`config.mk`:
```
export PLATFORM = sky130hd
export DESIGN_NAME = rpn_sequencer
export DESIGN_NICKNAME = d
export VERILOG_FILES = /design/src/rtl/rpn_sequencer.sv
export SDC_FILE = /design/constraint.sdc
export NUM_CORES = 2
export LEC_CHECK = 0
export ABC_AREA = 1
export CAP_MARGIN = 20
export CORE_ASPECT_RATIO = 1.75
export CORE_UTILIZATION = 60
export DETAILED_ROUTE_END_ITERATION = 8
export DONT_BUFFER_PORTS = 1
export GPL_ROUTABILITY_DRIVEN = 0
export PLACE_DENSITY_LB_ADDON = 0.15
export SYNTH_ARGS = -nofsm -noshare
export SYNTH_HDL_FRONTEND = slang
export SYNTH_SLANG_ARGS = --single-unit
```
`constraint.sdc`:
```
create_clock -name clk -period 11.8 [get_ports clk]
set_input_delay 1.18 -clock clk [delete_from_list [all_inputs] [get_ports clk]]
set_output_delay 1.18 -clock clk [all_outputs]
set_load 0.02 [all_outputs]
```
`src/rtl/rpn_sequencer.sv`:
```
// RPN calculator sequencer: button edges become stack pushes; exec runs pop B, pop A, compute, push.
// Define RPN_DIV_EN to enable unsigned divide (op 110) and modulo (op 111).
module rpn_sequencer #(
    parameter int MAX_DEPTH = 15,
    parameter int DEPTH_W   = 4
) (
    input  logic               clk,
    input  logic               reset,
    input  logic               btn_enter,
    input  logic               btn_exec,
    input  logic [2:0]         op_sel,
    input  logic [15:0]        sw_data,
    output logic               stk_push,
    output logic               stk_pop,
    output logic [31:0]        stk_wdata,
    input  logic [31:0]        stk_rdata,
    output logic [DEPTH_W-1:0] depth,
    output logic [31:0]        result,
    output logic               busy,
    output logic               err
);

    typedef enum logic [2:0] {
        S_IDLE,
        S_POP_B,
        S_WAIT_B,
        S_POP_A,
        S_WAIT_A,
        S_EXEC,
        S_PUSH
    } state_t;

    localparam logic [DEPTH_W-1:0] DEPTH_FULL = DEPTH_W'(MAX_DEPTH);
    localparam logic [DEPTH_W-1:0] DEPTH_ONE  = DEPTH_W'(1);
    localparam logic [DEPTH_W-1:0] DEPTH_TWO  = DEPTH_W'(2);

    state_t              state_q, state_d;
    logic                enter_hist_q, exec_hist_q;
    logic                stk_push_q, stk_push_d;
    logic                stk_pop_q, stk_pop_d;
    logic [31:0]         stk_wdata_q, stk_wdata_d;
    logic [DEPTH_W-1:0]  depth_q, depth_d;
    logic [31:0]         result_q, result_d;
    logic                busy_q, busy_d;
    logic                err_q, err_d;
    logic [31:0]         a_q, a_d;
    logic [31:0]         b_q, b_d;
    logic [2:0]          op_q, op_d;

    logic                enter_edge, exec_edge;
    logic                can_push, can_exec;
    logic [31:0]         alu_res;
    logic                alu_ok;

    assign enter_edge = btn_enter & ~enter_hist_q;
    assign exec_edge  = btn_exec & ~exec_hist_q;
    assign can_push   = (depth_q < DEPTH_FULL);
    assign can_exec   = (depth_q >= DEPTH_TWO);

    // Operand A is the deeper entry, so A - B follows the usual RPN reading order.
    always_comb begin
        alu_res = 32'd0;
        alu_ok  = 1'b1;
        case (op_q)
            3'b000:  alu_res = a_q + b_q;
            3'b001:  alu_res = a_q - b_q;
            3'b010:  alu_res = a_q * b_q;
            3'b011:  alu_res = a_q & b_q;
            3'b100:  alu_res = a_q | b_q;
            3'b101:  alu_res = a_q ^ b_q;
`ifdef RPN_DIV_EN
            3'b110: begin
                if (b_q == 32'd0) begin
                    alu_ok = 1'b0;
                end else begin
                    alu_res = a_q / b_q;
                end
            end
            3'b111: begin
                if (b_q == 32'd0) begin
                    alu_ok = 1'b0;
                end else begin
                    alu_res = a_q % b_q;
                end
            end
`endif
            default: alu_ok = 1'b0;
        endcase
    end

    always_ff @(posedge clk) begin
        if (reset) begin
            state_q <= S_IDLE;
        end else begin
            state_q <= state_d;
        end
    end

    // Enter wins over exec when both edges land in the same IDLE cycle.
    always_comb begin
        state_d = state_q;
        case (state_q)
            S_IDLE: begin
                if (!enter_edge && exec_edge && can_exec) begin
                    state_d = S_POP_B;
                end
            end
            S_POP_B:  state_d = S_WAIT_B;
            S_WAIT_B: state_d = S_POP_A;
            S_POP_A:  state_d = S_WAIT_A;
            S_WAIT_A: state_d = S_EXEC;
            S_EXEC:   state_d = alu_ok ? S_PUSH : S_IDLE;
            S_PUSH:   state_d = S_IDLE;
            default:  state_d = S_IDLE;
        endcase
    end

    // Strobes are computed one cycle early so they are registered in the state they belong to.
    always_comb begin
        stk_push_d  = 1'b0;
        stk_pop_d   = 1'b0;
        stk_wdata_d = stk_wdata_q;
        depth_d     = depth_q;
        result_d    = result_q;
        err_d       = err_q;
        busy_d      = (state_d != S_IDLE);
        a_d         = a_q;
        b_d         = b_q;
        op_d        = op_q;
        case (state_q)
            S_IDLE: begin
                if (enter_edge) begin
                    if (can_push) begin
                        stk_push_d  = 1'b1;
                        stk_wdata_d = {16'b0, sw_data};
                        depth_d     = depth_q + DEPTH_ONE;
                        err_d       = 1'b0;
                    end else begin
                        err_d = 1'b1;
                    end
                end else if (exec_edge) begin
                    if (can_exec) begin
                        op_d      = op_sel;
                        stk_pop_d = 1'b1;
                        depth_d   = depth_q - DEPTH_ONE;
                    end else begin
                        err_d = 1'b1;
                    end
                end
            end
            S_WAIT_B: begin
                b_d       = stk_rdata;
                stk_pop_d = 1'b1;
                depth_d   = depth_q - DEPTH_ONE;
            end
            S_WAIT_A: begin
                a_d = stk_rdata;
            end
            S_EXEC: begin
                if (alu_ok) begin
                    result_d    = alu_res;
                    stk_push_d  = 1'b1;
                    stk_wdata_d = alu_res;
                    depth_d     = depth_q + DEPTH_ONE;
                end else begin
                    err_d = 1'b1;
                end
            end
            default: begin
            end
        endcase
    end

    always_ff @(posedge clk) begin
        if (reset) begin
            enter_hist_q <= 1'b0;
            exec_hist_q  <= 1'b0;
            stk_push_q   <= 1'b0;
            stk_pop_q    <= 1'b0;
            stk_wdata_q  <= 32'd0;
            depth_q      <= '0;
            result_q     <= 32'd0;
            busy_q       <= 1'b0;
            err_q        <= 1'b0;
            a_q          <= 32'd0;
            b_q          <= 32'd0;
            op_q         <= 3'd0;
        end else begin
            enter_hist_q <= btn_enter;
            exec_hist_q  <= btn_exec;
            stk_push_q   <= stk_push_d;
            stk_pop_q    <= stk_pop_d;
            stk_wdata_q  <= stk_wdata_d;
            depth_q      <= depth_d;
            result_q     <= result_d;
            busy_q       <= busy_d;
            err_q        <= err_d;
            a_q          <= a_d;
            b_q          <= b_d;
            op_q         <= op_d;
        end
    end

    assign stk_push  = stk_push_q;
    assign stk_pop   = stk_pop_q;
    assign stk_wdata = stk_wdata_q;
    assign depth     = depth_q;
    assign result    = result_q;
    assign busy      = busy_q;
    assign err       = err_q;

endmodule
```
==> results.json <==
{
  "result_of_the_run": "completed",
  "ctsHtreeMaxLevel": 4,
  "via_count_of_the_first_global_routing_pass": 25460,
  "cts_made_buffers": 17,
  "regToRegStartpoint": "b_q[8]",
  "post_synth_main_area_contributors": "sky130_fd_sc_hd__fa_1 (31%), sky130_fd_sc_hd__inv_1 (13%), sky130_fd_sc_hd__nand2_1 (13%)",
  "synth_top_cell_by_area": "sky130_fd_sc_hd__fa_1",
  "final_routed_drc_violation_total": 0,
  "drt_iter0_markers": 1998,
  "grt-ovfl-total": 0,
  "worst_r2r_endpoint": "result[24]",
  "cellLeakagePower_nw": 15.93,
  "source_to_sink_clock_delay_at_the_later_pin_of_the_worst_skew_pair_ns": 0.45,
  "hold_violations": 0,
  "final_design_area_no_fill_um2": 27400,
  "path_max_fanout": 20,
  "row_count": 101,
  "yosysTopAreaCellShare_pct": 31.00,
  "grt_first_pass_wirelength_um": 135200,
  "synth_top_cells_by_count": "sky130_fd_sc_hd__inv_1 (920), sky130_fd_sc_hd__nand2_1 (910), sky130_fd_sc_hd__fa_1 (409)",
  "slew_violations": 0,
  "postSynthNetCount": 4347,
  "utilization_pct": 63.21,
  "core_area_um2": 43350,
  "timing.reg2reg.worst_path_depth": 24,
  "class_of_the_worst_hold_path": "reg2reg",
  "tritoncts": "built",
  "start_util_pct": 60.93,
  "power_density_nw_per_um2": 126.7,
  "routed_wl_um": 84730,
  "grt.total_usage_pct": 39.50,
  "timing.critical_path.mode_cell": "sky130_fd_sc_hd__fa_1",
  "clock_sink_count": 144,
  "startpoint_to_endpoint_class_of_the_critical_path": "reg2reg",
  "hold_depth": 2,
  "grt_max_degree": 89,
  "max-vdd-ir-drop_mv": 0.2213,
  "vias_per_cell": 5.788,
  "least_margin_pin_slew_ns": 1.122,
  "dpl_cell_area_um2": 26780,
  "synthesis.instances": 3661,
  "grt_setup_unrepaired": "no",
  "synthFlopType": "sky130_fd_sc_hd__dfxtp_1",
  "fin_skew_ns": 0.01390,
  "io_pins": 127,
  "fmax_mhz": 128.6,
  "design.die.area_um2": 44890,
  "post_route_cells_drive_above_1_share_pct": 4.119,
  "die_x_um": 160.6,
  "finish.net_count": 4242,
  "critPathSlowestCell": "sky130_fd_sc_hd__dfxtp_1",
  "synth_edf_count": 0,
  "wl_per_cell_um": 20.46,
  "cap_violations": 0,
  "crit_path_cell_trace": "buf_4 > ha_1 > inv_1 > fa_1 > inv_1 > fa_1 > fa_1 > inv_1 > fa_1 > inv_1 > fa_1 > ha_1 > fa_1 > fa_1 > ha_1 > a21oi_1 > o21ai_0 > a21oi_1 > nand3_1 > a21o_1 > o21ai_0 > nand3_1 > nand2_1 > a21oi_1",
  "dr_total_vias": 23970,
  "yosys_synthesis_warning_count": 0,
  "netlist_cell_types": 58,
  "clock_tree.buffer_depth": 2,
  "antenna_found_initial": 2,
  "worst_setup_path_start_kind": "register",
  "hold-worst-slack_ns": 0.5158,
  "synth-async-reset-ratio_pct": 0,
  "worstPathRequired_ns": 12.13,
  "clock_tree.root_cell": "sky130_fd_sc_hd__clkbuf_16",
  "min_to": "a_q[16]",
  "min_from": "a_q[16]",
  "synthesis.area_um2": 26410,
  "dp.final_hpwl_um": 65380,
  "post_synthesis_sequential_element_count": 144,
  "area.growth.synth_to_final_pct": 3.752,
  "timing.slew.headroom_pct": 25.10,
  "detail-route-antenna-nets": 0,
  "synth.avg_cell_area_um2": 7.214,
  "finalWorstPathRequiredPeriod_ns": 7.775,
  "detailedRoute.firstPassIterationCount": 6,
  "setup_viol": 0,
  "cp.arrival_ns": 8.11,
  "post-cts-setup-buffer-count": 0,
  "dieHeight_um": 279.5,
  "cts.clk_slew.worst_paths_ns": 0.07,
  "regToRegSetupSlack_ns": 4.03,
  "synth.most_common_cell": "sky130_fd_sc_hd__inv_1",
  "crit_path_max_incr_delay_ns": 0.65,
  "synth_seq_area_share_pct": 10.92,
  "min_period_over_period_pct": 65.89,
  "finalSetupTns_ns": 0,
  "cts-hold-fix-buffers": 0,
  "port-buffer-count": 0,
  "worstSetupEndpointType": "register",
  "post_cts_resize_count": 0
}
area by class of cell:
cell class,instances,area (µm²)
Multi-Input combinational cell,2411,19310
Clock buffer,17,425.4
Antenna cell,6,15.01
Fill cell,3936,15950
Sequential cell,144,2883
Timing Repair Buffer,46,385.4
Tap cell,566,708.2
Inverter,936,3513
Clock inverter,15,160.2
flip-flops by register name, summed over array words and instances (netlist names):
signal        cells
stk_pop           1
exec_hist_q       1
stk_push          1
op_q              3
depth             4
a_q              32
enter_hist_q      1
state_q           3
err               1
b_q              32
busy              1
stk_wdata        32
result           32
report_power, final:
group | switching, mW | internal, mW
logic | 1.55 | 0.689
clock network | 0.269 | 0.283
registers | 0.142 | 0.540
kinds of logic (layout without fill, tap and decap cells):
family	count (synthesis)	in the layout	synth area share, %
AND/OR/NAND/NOR	1253	1253	19.42
buffers and inverters	1106	1014	16.03
other	0	6	0
XOR/XNOR	45	45	1.492
adder cells (fa/ha/maj)	631	631	41.52
AO/OA/AOI/OAI	482	482	10.62
flip-flops	144	144	10.92
worst max path at each step:
stage          depth (start not counted)          to     from  slack, ns
2_1_floorplan                         30  result[26]  a_q[12]       5.08
4_1_cts                               28  result[26]   b_q[8]       4.23
5_1_grt                               24  result[24]   b_q[8]       3.79
3_3_place_gp                          27  result[26]   b_q[9]       4.13
3_5_place_dp                          30  result[26]   b_q[8]       4.30
6_report                              24  result[24]   b_q[8]       4.03
per-layer routing:
metal,vias to the layer above,part of all wire (%),track usage (%)
met5,-,0,0
met4,0,8.1,28.25
met3,417,8.6,7.610
met2,1247,50,69.46
met1,11600,33,42.13
li1,10710,-,-
layout by cell type (no fill, tap or decap), drive strengths merged, types with 9 or more instances in the layout:
| master | synthesis | routed |
|---|---|---|
| buf | 55 | 46 |
| nand2 | 916 | 916 |
| ha | 222 | 222 |
| nand3 | 122 | 122 |
| a221oi | 28 | 28 |
| o21bai | 18 | 18 |
| xor2 | 39 | 39 |
| o21a | 9 | 9 |
| a21boi | 11 | 11 |
| nor3 | 21 | 21 |
| clkbuf | 115 | 17 |
| dfxtp | 144 | 144 |
| a21oi | 199 | 199 |
| a31oi | 9 | 9 |
| o21ai | 172 | 172 |
| inv | 933 | 943 |
| or2 | 22 | 22 |
| o211ai | 9 | 9 |
| nand3b | 9 | 9 |
| nor2 | 139 | 139 |
| nand4 | 16 | 16 |
| fa | 409 | 409 |
critical path, delay by kind of cell (launching register included):
family                   cells  cell delay [ns]
AO/OA/AOI/OAI                6             1.50
buffers and inverters        5             0.71
adder cells (fa/ha/maj)     10             4.30
flip-flops                   1             0.65
AND/OR/NAND/NOR              3             0.49
stage by stage:
stage	power (mW)	cells	setup slack [ns]
floorplan	2.174	3661	5.077
global placement	2.792	4100	4.128
detailed placement	2.827	4102	4.296
CTS	3.382	4134	4.233
global route	3.692	4139	3.795
finish	3.472	4141	4.025
(Power assumes the default switching activity.)
